## src/rtl/axi_cfg_regs.sv

```systemverilog
`default_nettype none
// ============================================================================
//  Module      : axi_cfg_regs
//  Description : AXI4 slave register bank. Single-beat 32-bit accesses to
//                NUM_REGS read/write control registers followed by NUM_REGS
//                read-only status words sampled from the accelerator.
//  Revision    : 1.0 - initial release
// ============================================================================
module axi_cfg_regs #(
  parameter int                    ADDR_WIDTH = 40,
  parameter int                    DATA_WIDTH = 32,
  parameter int                    ID_WIDTH   = 6,
  parameter int                    NUM_REGS   = 8,
  parameter logic [ADDR_WIDTH-1:0] BASE_ADDR  = 40'hA0000000
) (
  input  logic                           clk,
  input  logic                           rstn,
  // write address channel
  input  logic [ID_WIDTH-1:0]            s_axi_awid,
  input  logic [ADDR_WIDTH-1:0]          s_axi_awaddr,
  input  logic [7:0]                     s_axi_awlen,
  input  logic [2:0]                     s_axi_awsize,
  input  logic [1:0]                     s_axi_awburst,
  input  logic                           s_axi_awlock,
  input  logic [3:0]                     s_axi_awcache,
  input  logic [2:0]                     s_axi_awprot,
  input  logic                           s_axi_awvalid,
  output logic                           s_axi_awready,
  // write data channel
  input  logic [DATA_WIDTH-1:0]          s_axi_wdata,
  input  logic [DATA_WIDTH/8-1:0]        s_axi_wstrb,
  input  logic                           s_axi_wlast,
  input  logic                           s_axi_wvalid,
  output logic                           s_axi_wready,
  // write response channel
  output logic [ID_WIDTH-1:0]            s_axi_bid,
  output logic [1:0]                     s_axi_bresp,
  output logic                           s_axi_bvalid,
  input  logic                           s_axi_bready,
  // read address channel
  input  logic [ID_WIDTH-1:0]            s_axi_arid,
  input  logic [ADDR_WIDTH-1:0]          s_axi_araddr,
  input  logic [7:0]                     s_axi_arlen,
  input  logic [2:0]                     s_axi_arsize,
  input  logic [1:0]                     s_axi_arburst,
  input  logic                           s_axi_arlock,
  input  logic [3:0]                     s_axi_arcache,
  input  logic [2:0]                     s_axi_arprot,
  input  logic                           s_axi_arvalid,
  output logic                           s_axi_arready,
  // read data channel
  output logic [ID_WIDTH-1:0]            s_axi_rid,
  output logic [DATA_WIDTH-1:0]          s_axi_rdata,
  output logic [1:0]                     s_axi_rresp,
  output logic                           s_axi_rlast,
  output logic                           s_axi_rvalid,
  input  logic                           s_axi_rready,
  // accelerator side
  output logic [NUM_REGS*DATA_WIDTH-1:0] reg_o,
  output logic [NUM_REGS-1:0]            wr_pulse_o,
  input  logic [NUM_REGS*DATA_WIDTH-1:0] stat_i
);

  localparam int                    c_IDX_W  = $clog2(NUM_REGS);
  localparam int                    c_STRB_W = DATA_WIDTH / 8;
  // RW block followed by RO block, 4 bytes per word
  localparam logic [ADDR_WIDTH-1:0] c_SPAN   = ADDR_WIDTH'(8 * NUM_REGS);
  localparam logic [1:0]            c_OKAY   = 2'b00;
  localparam logic [1:0]            c_SLVERR = 2'b10;

  // register storage and write-side holding state
  logic [DATA_WIDTH-1:0] r_regs [NUM_REGS];
  logic                  r_aw_held;
  logic [ID_WIDTH-1:0]   r_awid;
  logic [ADDR_WIDTH-1:0] r_awaddr;
  logic [7:0]            r_awlen;
  logic                  r_w_held;
  logic [DATA_WIDTH-1:0] r_wdata;
  logic [c_STRB_W-1:0]   r_wstrb;
  logic                  r_bvalid;
  logic [ID_WIDTH-1:0]   r_bid;
  logic [1:0]            r_bresp;
  logic [NUM_REGS-1:0]   r_wr_pulse;

  // read-side response state
  logic                  r_rvalid;
  logic [ID_WIDTH-1:0]   r_rid;
  logic [DATA_WIDTH-1:0] r_rdata;
  logic [1:0]            r_rresp;
  logic                  r_rlast;

  // handshake readiness; all readys forced low while reset is asserted
  logic w_awready, w_wready, w_arready;
  assign w_awready = rstn & ~r_aw_held & ~r_bvalid;
  assign w_wready  = rstn & ~r_w_held  & ~r_bvalid;
  assign w_arready = rstn & ~r_rvalid;

  // write target decode works on the captured address
  logic [ADDR_WIDTH-1:0] w_aw_off;
  logic                  w_aw_inr, w_aw_ro, w_commit, w_wr_ok;
  logic [c_IDX_W-1:0]    w_aw_idx;
  assign w_aw_off = r_awaddr - BASE_ADDR;
  assign w_aw_inr = (r_awaddr >= BASE_ADDR) && (w_aw_off < c_SPAN);
  assign w_aw_ro  = w_aw_off[c_IDX_W+2];
  assign w_aw_idx = w_aw_off[c_IDX_W+1:2];
  assign w_commit = r_aw_held & r_w_held;
  assign w_wr_ok  = w_aw_inr & ~w_aw_ro & (r_awlen == 8'd0);

  // read target decode works on the live AR address
  logic [ADDR_WIDTH-1:0] w_ar_off;
  logic                  w_ar_inr, w_ar_ro, w_rd_ok;
  logic [c_IDX_W-1:0]    w_ar_idx;
  logic [DATA_WIDTH-1:0] w_rd_word;
  assign w_ar_off = s_axi_araddr - BASE_ADDR;
  assign w_ar_inr = (s_axi_araddr >= BASE_ADDR) && (w_ar_off < c_SPAN);
  assign w_ar_ro  = w_ar_off[c_IDX_W+2];
  assign w_ar_idx = w_ar_off[c_IDX_W+1:2];
  assign w_rd_ok  = w_ar_inr & (s_axi_arlen == 8'd0);

  // read data mux: RW register or status word, zero on error
  always_comb begin
    w_rd_word = '0;
    if (w_rd_ok) begin
      if (w_ar_ro) w_rd_word = stat_i[w_ar_idx*DATA_WIDTH +: DATA_WIDTH];
      else         w_rd_word = r_regs[w_ar_idx];
    end
  end

  // write path: capture AW/W independently, commit once both are held
  always_ff @(posedge clk) begin
    if (!rstn) begin
      r_aw_held  <= 1'b0;
      r_awid     <= '0;
      r_awaddr   <= '0;
      r_awlen    <= '0;
      r_w_held   <= 1'b0;
      r_wdata    <= '0;
      r_wstrb    <= '0;
      r_bvalid   <= 1'b0;
      r_bid      <= '0;
      r_bresp    <= '0;
      r_wr_pulse <= '0;
      for (int i = 0; i < NUM_REGS; i++) r_regs[i] <= '0;
    end else begin
      r_wr_pulse <= '0;
      if (s_axi_awvalid && w_awready) begin
        r_aw_held <= 1'b1;
        r_awid    <= s_axi_awid;
        r_awaddr  <= s_axi_awaddr;
        r_awlen   <= s_axi_awlen;
      end
      if (s_axi_wvalid && w_wready) begin
        r_w_held <= 1'b1;
        r_wdata  <= s_axi_wdata;
        r_wstrb  <= s_axi_wstrb;
      end
      if (w_commit) begin
        r_aw_held <= 1'b0;
        r_w_held  <= 1'b0;
        r_bvalid  <= 1'b1;
        r_bid     <= r_awid;
        if (w_wr_ok) begin
          for (int b = 0; b < c_STRB_W; b++) begin
            if (r_wstrb[b]) r_regs[w_aw_idx][b*8 +: 8] <= r_wdata[b*8 +: 8];
          end
          r_wr_pulse[w_aw_idx] <= 1'b1;
          r_bresp              <= c_OKAY;
        end else begin
          r_bresp <= c_SLVERR;
        end
      end else if (r_bvalid && s_axi_bready) begin
        r_bvalid <= 1'b0;
      end
    end
  end

  // read path: single beat captured on the AR handshake edge
  always_ff @(posedge clk) begin
    if (!rstn) begin
      r_rvalid <= 1'b0;
      r_rid    <= '0;
      r_rdata  <= '0;
      r_rresp  <= '0;
      r_rlast  <= 1'b0;
    end else if (s_axi_arvalid && w_arready) begin
      r_rvalid <= 1'b1;
      r_rid    <= s_axi_arid;
      r_rdata  <= w_rd_word;
      r_rresp  <= w_rd_ok ? c_OKAY : c_SLVERR;
      r_rlast  <= 1'b1;
    end else if (r_rvalid && s_axi_rready) begin
      r_rvalid <= 1'b0;
    end
  end

  // flatten register array onto the accelerator bus
  generate
    for (genvar gi = 0; gi < NUM_REGS; gi++) begin : g_reg_out
      assign reg_o[gi*DATA_WIDTH +: DATA_WIDTH] = r_regs[gi];
    end
  endgenerate

  assign s_axi_awready = w_awready;
  assign s_axi_wready  = w_wready;
  assign s_axi_arready = w_arready;
  assign s_axi_bid     = r_bid;
  assign s_axi_bresp   = r_bresp;
  assign s_axi_bvalid  = r_bvalid;
  assign s_axi_rid     = r_rid;
  assign s_axi_rdata   = r_rdata;
  assign s_axi_rresp   = r_rresp;
  assign s_axi_rlast   = r_rlast;
  assign s_axi_rvalid  = r_rvalid;
  assign wr_pulse_o    = r_wr_pulse;

  // attributes accepted on the bus but irrelevant to single-word access
  logic w_unused_inputs;
  assign w_unused_inputs = ^{s_axi_awsize, s_axi_awburst, s_axi_awlock,
                             s_axi_awcache, s_axi_awprot, s_axi_wlast,
                             s_axi_arsize, s_axi_arburst, s_axi_arlock,
                             s_axi_arcache, s_axi_arprot,
                             w_aw_off[1:0], w_ar_off[1:0]};

endmodule
`default_nettype wire
```

## config.mk

```make
export PLATFORM = sky130hd
export DESIGN_NAME = axi_cfg_regs
export DESIGN_NICKNAME = d
export VERILOG_FILES = /design/src/rtl/axi_cfg_regs.sv
export SDC_FILE = /design/constraint.sdc
export NUM_CORES = 1
export LEC_CHECK = 0
export BUFFER_PORTS_ARGS = -buffer_cell sky130_fd_sc_hd__buf_2
export CAP_MARGIN = 20
export CELL_PAD_IN_SITES_DETAIL_PLACEMENT = 1
export CELL_PAD_IN_SITES_GLOBAL_PLACEMENT = 2
export CORE_AREA = 4 4 289 291
export CTS_CLUSTER_SIZE = 30
export DETAILED_ROUTE_END_ITERATION = 6
export DIE_AREA = 0 0 293 295
export PLACE_DENSITY_LB_ADDON = 0.12
export SYNTH_ARGS = -nofsm -noshare
export SYNTH_HDL_FRONTEND = slang
export SYNTH_SLANG_ARGS = --single-unit
export TNS_END_PERCENT = 1
```

## constraint.sdc

```tcl
create_clock -name clk -period 3.61 [get_ports clk]
set_input_delay 0.1805 -clock clk [delete_from_list [all_inputs] [get_ports clk]]
set_output_delay 0.1805 -clock clk [all_outputs]
set_load 0.005 [all_outputs]
```

; ---- After elaboration in Yosys (flattened, before gate mapping)
; Memory sizes are Yosys's and may differ from the RTL's.
; Index checks and enable logic that the tools add are counted.
[word_totals]
register_bits = 151
latch_bits = 0
ram_bits = 256
mem_bits_ro = 0
input_bits = 434
wordCells = 90
n_memories = 1
[op_classes]
n_addsub = 2
mul = 0
n_div = 0
order_cmp = 6
n_eq_ne = 0
n_shift = 1
muxes = 34
bitwise = 15
reduce_logical = 15
[mem_list]
columns = memory, words, width, rd, rd_clocked_by_memory_dff, wr, line
row1 = r_regs, 8, 32, 9, 0, 8, 72  ; logic [DATA_WIDTH-1:0] r_regs [NUM_REGS];
[op_table]
columns = op, n
row1 = variable part select 256 x 9 -> 32 bit, 1
row2 = two-way mux 32 bit, 3
row3 = >= comparator 40 x 32 -> 1 bit (second input constant), 2
row4 = < comparator 40 x 7 -> 1 bit (second input constant), 2
row5 = subtractor 40 x 32 -> 40 bit (second input constant), 2
row6 = OR reduction 32 bit, 1
row7 = two-way mux 1 bit, 26
row8 = zero test 8 bit, 2
row9 = bitwise AND 1 bit, 9
row10 = logical AND 1 bit, 8
row11 = NOT 1 bit, 6
row12 = < comparator 3 x 4 -> 1 bit (second input constant), 1
row13 = two-way mux 2 bit, 2
row14 = two-way mux 4 bit, 1
row15 = nonzero test 2 bit, 2
row16 = demux 1 bit (select 3 bit), 1
row17 = >= comparator 3 x 1 -> 1 bit (second input constant), 1
row18 = two-way mux 3 bit, 1
row19 = AND reduction 3 bit, 1
row20 = OR reduction 2 bit, 1

; ---- Depth between registers and ports, before layout
; Gate-level depths: netlist (run 1).
[logic_depth]
ltp_word = 11
mapped_depth = 9

; ---- Worst setup path before layout (run 1)
; No wires, ideal clock.
[synth_timing]
path_kind = register -> register
start = register r_awaddr[29]
end = memory r_regs[7][0], enable pin
setup_time_ns = 0.387
t_arrival_ns = 2.242
required_ns = 3.223
setup_slack_ns = 0.982
path_stages_with_launch = 9
period_less_slack_ns = 2.628
path_cell_list = dfxtp_1 > inv_1 > ha_1 > nor4b_2 > nand4_1 > nor3_2 > buf_6 > nand3_2 > o31ai_1
[synth_rtl]
columns = item, line
row1 = start: declaration, 75  ; logic [ADDR_WIDTH-1:0] r_awaddr;
row2 = start signal: assignment, 149  ; r_awaddr <= s_axi_awaddr;
row3 = end: declaration, 72

==> flow_summary_export.csv, run 1 <==
group,metric,value,unit
critical_path,path_delay_family,"simple AND/OR/NAND/NOR gates",
critical_path,crit_required,3.90,ns
yosys,netlist_instances,1660,
yosys,synth-edff-count,256,
global_route,antenna_found_initial,8,
sta,rsz0062_at_grt,"no",
placement,place.gp.congestion,0.832,
critical_path,path_cells,"inv_1 > ha_1 > nor4b_2 > nand4_1 > nor3_4 > buf_4 > nand3b_2 > o31ai_2 > buf_4",
critical_path,critPathMaxFanout,13,
placement,placed_area,0.0251,mm2
final_layout,areaGrowthSynthToFinish,38.7,%
clocking,cts-resized-gates,0,
yosys,synth_flop_cell,"edfxtp_1",
hold_path,hold_path_depth,5,
hold_path,min_to,"s_axi_rdata[13]",
clocking,h-tree-depth,2,
floorplanning,boundaryPins,752,
power,switchingPower,2.85,mW
placement,place_hpwl,69.4,mm
clocking,cts_root_buf,"clkbuf_16",
floorplanning,rows,104,
sta,setup_violations,0,
final_layout,drive_gt1_share,43.7,%
clocking,cts_tree,"yes",
flow_run,maxCapViolCount,0,
route,drtIter0Drc,944,
critical_path,r2r_end,"r_regs[6][3]",
yosys,seq_area_frac_synth,53.0,%
sta,max_freq,318,MHz
sta,period_needed,3.14,ns
placement,port_buffers,718,
global_route,grt_usage,20.3,%
floorplanning,die_h,295,um
sta,slew_headroom,29.0,%
power,combPwrFrac,12.2,%
final_layout,layout_common_cells,"buf_2 (714), nand2_1 (373), edfxtp_1 (256), nor3_1 (219), dfxtp_1 (147)",
yosys,synthTopCellsByArea,"edfxtp_1 (38%), mux4_2 (15%), dfxtp_1 (15%)",
hold_path,hp-start,"stat_i[237]",
critical_path,reg2reg_from,"r_awaddr[29]",
final_layout,final_common_cell,"buf_2",
final_layout,nNetsFinal,2903,
route,ant_nets,0,
clocking,cts_max_path_buffers,3,
power,swShare,24.5,%
route,drtPass1Iterations,5,
yosys,netlist_area,0.0201,mm2
critical_path,rrSetupSlack,0.47,ns
route,via_per_inst,4.82,
critical_path,crit_path_end_kind,"register",
global_route,grt_start_max_net_pins,80,
power,internal-power,8.81,mW
floorplanning,chipWidth,293,um
yosys,ys_warn_count,0,
power,power.leakage,10.8,nW
power,ir_drop,0.000291,V
sta,hold_viol_final,0,
final_layout,fin_area,0.0278,mm2
global_route,grt_pass1_vias,18500,
clocking,clock_sinks,403,
floorplanning,start_util,24.9,%
critical_path,critPathBufInv,3,
route,drt-total-wl,91.1,mm
sta,drv_slew,0,
critical_path,worst-endpoint-arrival,3.44,ns
floorplanning,core,0.0805,mm2
hold_path,hold_path.class,"in2reg",
yosys,synth.avg_cell_area,12.1,um2
route,post-route-drc-count,0,
power,p_seq_share,44.5,%
clocking,clock_latency,0.59,ns
floorplanning,die_area,0.0864,mm2
critical_path,cpMostUsedCell,"buf_4",
status,status,"finished clean",
sta,finClkSkew,0.0265,ns
global_route,grt_overflow,0,
sta,finalCritPeriodShare,87.0,%
yosys,async_flop_share,0,%
yosys,synth_top_area_share,38.3,%
route,wl_per_cell,25.5,um
yosys,ys_ff_latch,403,
route,vias,17200,
sta,setup-tns-final,0,ns
clocking,clk_pin_slew_worst_paths,0.06,ns
sta,tightest_slew,1.07,ns
power,powerDensity,419,mW/mm2
clocking,post_cts_buffers,0,
critical_path,max_stage_delay,0.52,ns
critical_path,r2r_cells,9,
yosys,synth_cell_type_count,51,
yosys,synth_top_area_cell,"edfxtp_1",
critical_path,crit_path_start_kind,"register",
final_layout,fill_cells,9068,
clocking,cts_buffers,49,
critical_path,crit_type,"reg2reg",
critical_path,crit_path_top_delay_cell,"o31ai_2",
global_route,grt_pass1_wl,129,mm
power,power.share.clock,43.2,%
==> final cells by class <==
type                    instances  area, um2  area share, %
diodes                          3       7.51         0.0270
inverters                      38        143          0.512
flip-flops and latches        403      10600           38.2
well taps                    1060       1330           4.76
repair buffers                913       5420           19.5
clock inverters                21        214          0.768
clock buffers                  69       1430           5.15
multi-input cells            1062       8670           31.1
==> sequential cells by signal, indices dropped and copies added (netlist names) <==
| name | flops |
|---|---|
| r_regs | 256 |
| r_awaddr | 38 |
| r_wdata | 32 |
| s_axi_rdata | 32 |
| r_awlen | 8 |
| wr_pulse_o | 8 |
| r_awid | 6 |
| s_axi_bid | 6 |
| s_axi_rid | 6 |
| r_wstrb | 4 |
| r_aw_held | 1 |
| r_w_held | 1 |
| s_axi_bresp | 1 |
| s_axi_bvalid | 1 |
| s_axi_rlast | 1 |
| s_axi_rresp | 1 |
| s_axi_rvalid | 1 |
==> cells in the mapped netlist (all sizes together) (2+ instances only) <==
library cell  number
nor2b              5
clkinv            12
dfxtp            147
nor2              12
a21boi            98
inv               26
nor4b              2
o21ai             41
o31ai             32
nor4              15
nor3             269
nand3b             4
mux4             160
buf               84
ha                 2
nand3              6
and2               4
xor2               3
clkbuf            74
nand4              6
nand2            374
nand2b             9
edfxtp           256
==> power groups by stage <==
| stage | sequential (mW) | clock (mW) | combinational, mW |
|---|---|---|---|
| after global routing | 5.21 | 5.39 | 1.56 |
| after detailed placement | 5.29 | 0 | 1.36 |
| after global placement | 5.29 | 0 | 1.35 |
| final | 5.19 | 5.04 | 1.43 |
| after CTS | 5.20 | 5.21 | 1.47 |
| after floorplan | 5.23 | 0 | 0.660 |
==> worst reg2reg max path: stages (launching register included) <==
cell and delay, ns:
dfxtp_1 0.37, inv_1 0.06, ha_1 0.27, nor4b_2 0.21
nand4_1 0.23, nor3_4 0.34, buf_4 0.27, nand3b_2 0.33
o31ai_2 0.53, buf_4 0.25
==> worst max path at each step <==
stage	start	endpoint	slack, ns	cells after the start
2_1_floorplan	r_awaddr[29]	r_regs[7][0]	0.98	8
3_3_place_gp	r_awaddr[29]	r_regs[6][0]	0.52	9
3_5_place_dp	r_awaddr[29]	r_regs[6][1]	0.40	9
4_1_cts	r_awaddr[29]	r_regs[6][3]	0.39	9
5_1_grt	r_awaddr[29]	r_regs[6][3]	0.20	9
6_report	r_awaddr[29]	r_regs[6][3]	0.47	9
==> per-stage QoR <==
stage	hold slack [ns]	std cells	power (mW)	worst slack, ns	utilization (%)
2_1_floorplan	0.289	1661	5.89	0.982	-
3_3_place_gp	0.377	3364	6.64	0.521	31.1
3_5_place_dp	0.383	3364	6.66	0.401	31.1
4_1_cts	0.226	3566	11.9	0.389	34.6
5_1_grt	0.265	3567	12.2	0.197	34.6
6_report	0.273	3569	11.7	0.469	34.6
==> cells by family (layout without fill, tap and decap cells) <==
group | after synthesis | after routing | share of synthesized area, %
compound gates | 182 | 182 | 6.37
simple gates | 712 | 712 | 17.3
other cells | 1 | 5 | 0.0187
xor+xnor | 4 | 4 | 0.175
flops | 403 | 403 | 53.0
fa+ha+maj | 2 | 2 | 0.125
buf+inv | 196 | 1041 | 4.59
mux | 160 | 160 | 18.5
==> per-layer routing <==
layer / vias to the layer above / GRT usage [%] / share of wire, %
met2: 579 / 35.9 / 51
li1: 7833 / - / -
met1: 8703 / 26.0 / 41
met4: 0 / 4.28 / 1.9
met3: 101 / 3.60 / 6.0
met5: - / 0 / 0
==> timing repair <==
| item | CTS | global route |
|---|---|---|
| hold buffers | 112 | 0 |
| endpoints found under the setup margin | 0 | 0 |
| hold endpoints to repair | 101 | 0 |
No activity file was read; power rests on OpenSTA's default activity.
==> inputs of run 2 (changes only) <==
--- a/config.mk
+++ b/config.mk
@@ -6,13 +6,13 @@
 export NUM_CORES = 1
 export LEC_CHECK = 0
 export BUFFER_PORTS_ARGS = -buffer_cell sky130_fd_sc_hd__buf_2
-export CAP_MARGIN = 20
+export CAP_MARGIN = 30
 export CELL_PAD_IN_SITES_DETAIL_PLACEMENT = 1
 export CELL_PAD_IN_SITES_GLOBAL_PLACEMENT = 2
-export CORE_AREA = 4 4 289 291
+export CORE_AREA = 4 4 292 294
 export CTS_CLUSTER_SIZE = 30
 export DETAILED_ROUTE_END_ITERATION = 6
-export DIE_AREA = 0 0 293 295
+export DIE_AREA = 0 0 296 298
 export PLACE_DENSITY_LB_ADDON = 0.12
 export SYNTH_ARGS = -nofsm -noshare
 export SYNTH_HDL_FRONTEND = slang
==> flow_summary_export.csv, run 2 (synthesis results as in run 1) <==
group,metric,value,unit
clocking,clock_sinks,403,
critical_path,path_delay_family,"simple AND/OR/NAND/NOR gates",
route,wl_per_cell,26.0,um
clocking,clock_latency,0.58,ns
critical_path,crit_required,3.90,ns
sta,rsz0062_at_grt,"no",
route,drtIter0Drc,1066,
power,ir_drop,0.000306,V
flow_run,maxCapViolCount,0,
global_route,grt_usage,20.4,%
sta,drv_slew,0,
critical_path,critPathMaxFanout,15,
critical_path,crit_path_end_kind,"register",
global_route,grt_overflow,0,
clocking,cts_buffers,51,
floorplanning,boundaryPins,752,
route,post-route-drc-count,0,
sta,max_freq,330,MHz
critical_path,cpMostUsedCell,"buf_4",
global_route,grt_pass1_wl,132,mm
floorplanning,start_util,24.2,%
route,drt-total-wl,93.3,mm
sta,finalWorstSetupSlack,0.576,ns
clocking,cts_root_buf,"clkbuf_16",
placement,port_buffers,718,
sta,tightest_slew,1.02,ns
final_layout,fin_area,0.0279,mm2
floorplanning,core,0.0829,mm2
route,ant_nets,0,
route,vias,17000,
global_route,grt_start_max_net_pins,73,
floorplanning,die_area,0.0882,mm2
final_layout,layout_common_cells,"buf_2 (714), nand2_1 (373), edfxtp_1 (256), nor3_1 (219), dfxtp_1 (147)",
clocking,cts_max_path_buffers,3,
route,via_per_inst,4.75,
sta,setup-tns-final,0,ns
final_layout,drive_gt1_share,44.0,%
clocking,post_cts_buffers,0,
critical_path,critPathBufInv,4,
floorplanning,chipWidth,296,um
critical_path,worst-endpoint-arrival,3.32,ns
final_layout,regMostFlops,"r_regs",
placement,dp_slack,0.453,ns
clocking,clk_pin_slew_worst_paths,0.06,ns
final_layout,largest_reg_flops,256,
critical_path,crit_path_top_delay_cell,"dfxtp_1",
floorplanning,rows,106,
clocking,h-tree-depth,2,
critical_path,path_cells,"inv_1 > ha_1 > nor4b_2 > nand4_1 > nor3_4 > buf_4 > nand3b_4 > buf_4 > o31ai_2 > buf_4",
global_route,grt_pass1_vias,18400,
global_route,antenna_found_initial,17,
sta,slew_headroom,31.7,%
placement,placed_area,0.0252,mm2
placement,place.gp.congestion,0.814,
sta,finClkSkew,0.0212,ns
sta,period_needed,3.03,ns
critical_path,max_stage_delay,0.36,ns
route,drtPass1Iterations,5,
placement,place_hpwl,71.2,mm
final_layout,final_common_cell,"buf_2",
final_layout,areaGrowthSynthToFinish,39.0,%
floorplanning,die_h,298,um
critical_path,crit_path_start_kind,"register",
sta,finalCritPeriodShare,84.1,%
final_layout,reg_top3,"r_regs x256, r_awaddr x38",
final_layout,nNetsFinal,2891,
status,status,"finished clean",
critical_path,crit_type,"reg2reg",
clocking,cts_tree,"yes",
sta,setup_violations,0,
sta,hold_viol_final,0,
power,powerDensity,423,mW/mm2
hold_path,hold_path.class,"in2reg",
power,power.leakage,10.8,nW
[run 2: changes by cell type in the layout (fill, tap and decap cells not counted), moves of 2 or more]
cell / delta
diode_2: +6
buf_12: +3
dlygate4sd3_1: -14
clkinv_1: +3
buf_16: +3
clkbuf_8: -4
buf_4: -7
clkinvlp_4: +2
[run 2: routing by layer]
layer	share of wire [%]	GRT usage (%)	vias to the layer above	wire length [um]
li1	-	-	7817	-
met1	42	25.7	8563	38900
met2	49	35.6	545	45900
met3	6.8	4.76	99	6320
met4	2.2	4.71	8	2050
met5	0.055	0	-	51
[run 2: layout make-up]
| class | instances | area (um2) |
|---|---|---|
| clock buffers | 67 | 1410 |
| fillers | 9203 | 55000 |
| diodes | 9 | 22.5 |
| multi-input cells | 1062 | 8670 |
| inverters | 38 | 143 |
| flip-flops and latches | 403 | 10600 |
| well taps | 1080 | 1350 |
| repair buffers | 899 | 5390 |
| clock inverters | 29 | 284 |
[run 2: through the flow]
step	util [%]	cells	hold slack [ns]	total power, mW
after floorplan	-	1661	0.289	5.89
after global placement	30.2	3378	0.378	6.65
after detailed placement	30.3	3382	0.391	6.68
after CTS	33.6	3576	0.168	12.0
after global routing	33.6	3580	0.213	12.3
final	33.7	3587	0.195	11.8
[run 2: final timing paths]
check	to	from	slack, ns	cells after the start
worst max register to register	r_regs[4][17]	r_awaddr[29]	0.58	10
worst max-delay path	r_regs[4][17]	r_awaddr[29]	0.58	10
worst min register to register	s_axi_rdata[28]	s_axi_rdata[28]	0.44	2
worst min-delay path	r_awlen[6]	s_axi_awvalid	0.20	4
[run 2: timing repair]
action | CTS | global route
endpoints found under the hold margin | 98 | 0
gates resized for setup | 0 | 0
hold buffers | 98 | 0
[run 2: worst min-delay path, cell delays in order]
cell      delay [ns]
buf_2           0.08
nand2_1         0.25
nand2_1         0.15
a21boi_0        0.07
[run 2: where the power goes]
part	internal [mW]	switching (mW)	leakage [nW]	total, mW
Sequential	5.05	0.145	3.84	5.19
Combinational	0.722	0.723	6.10	1.45
Clock	3.10	2.06	0.831	5.16
Total	8.87	2.93	10.8	11.8
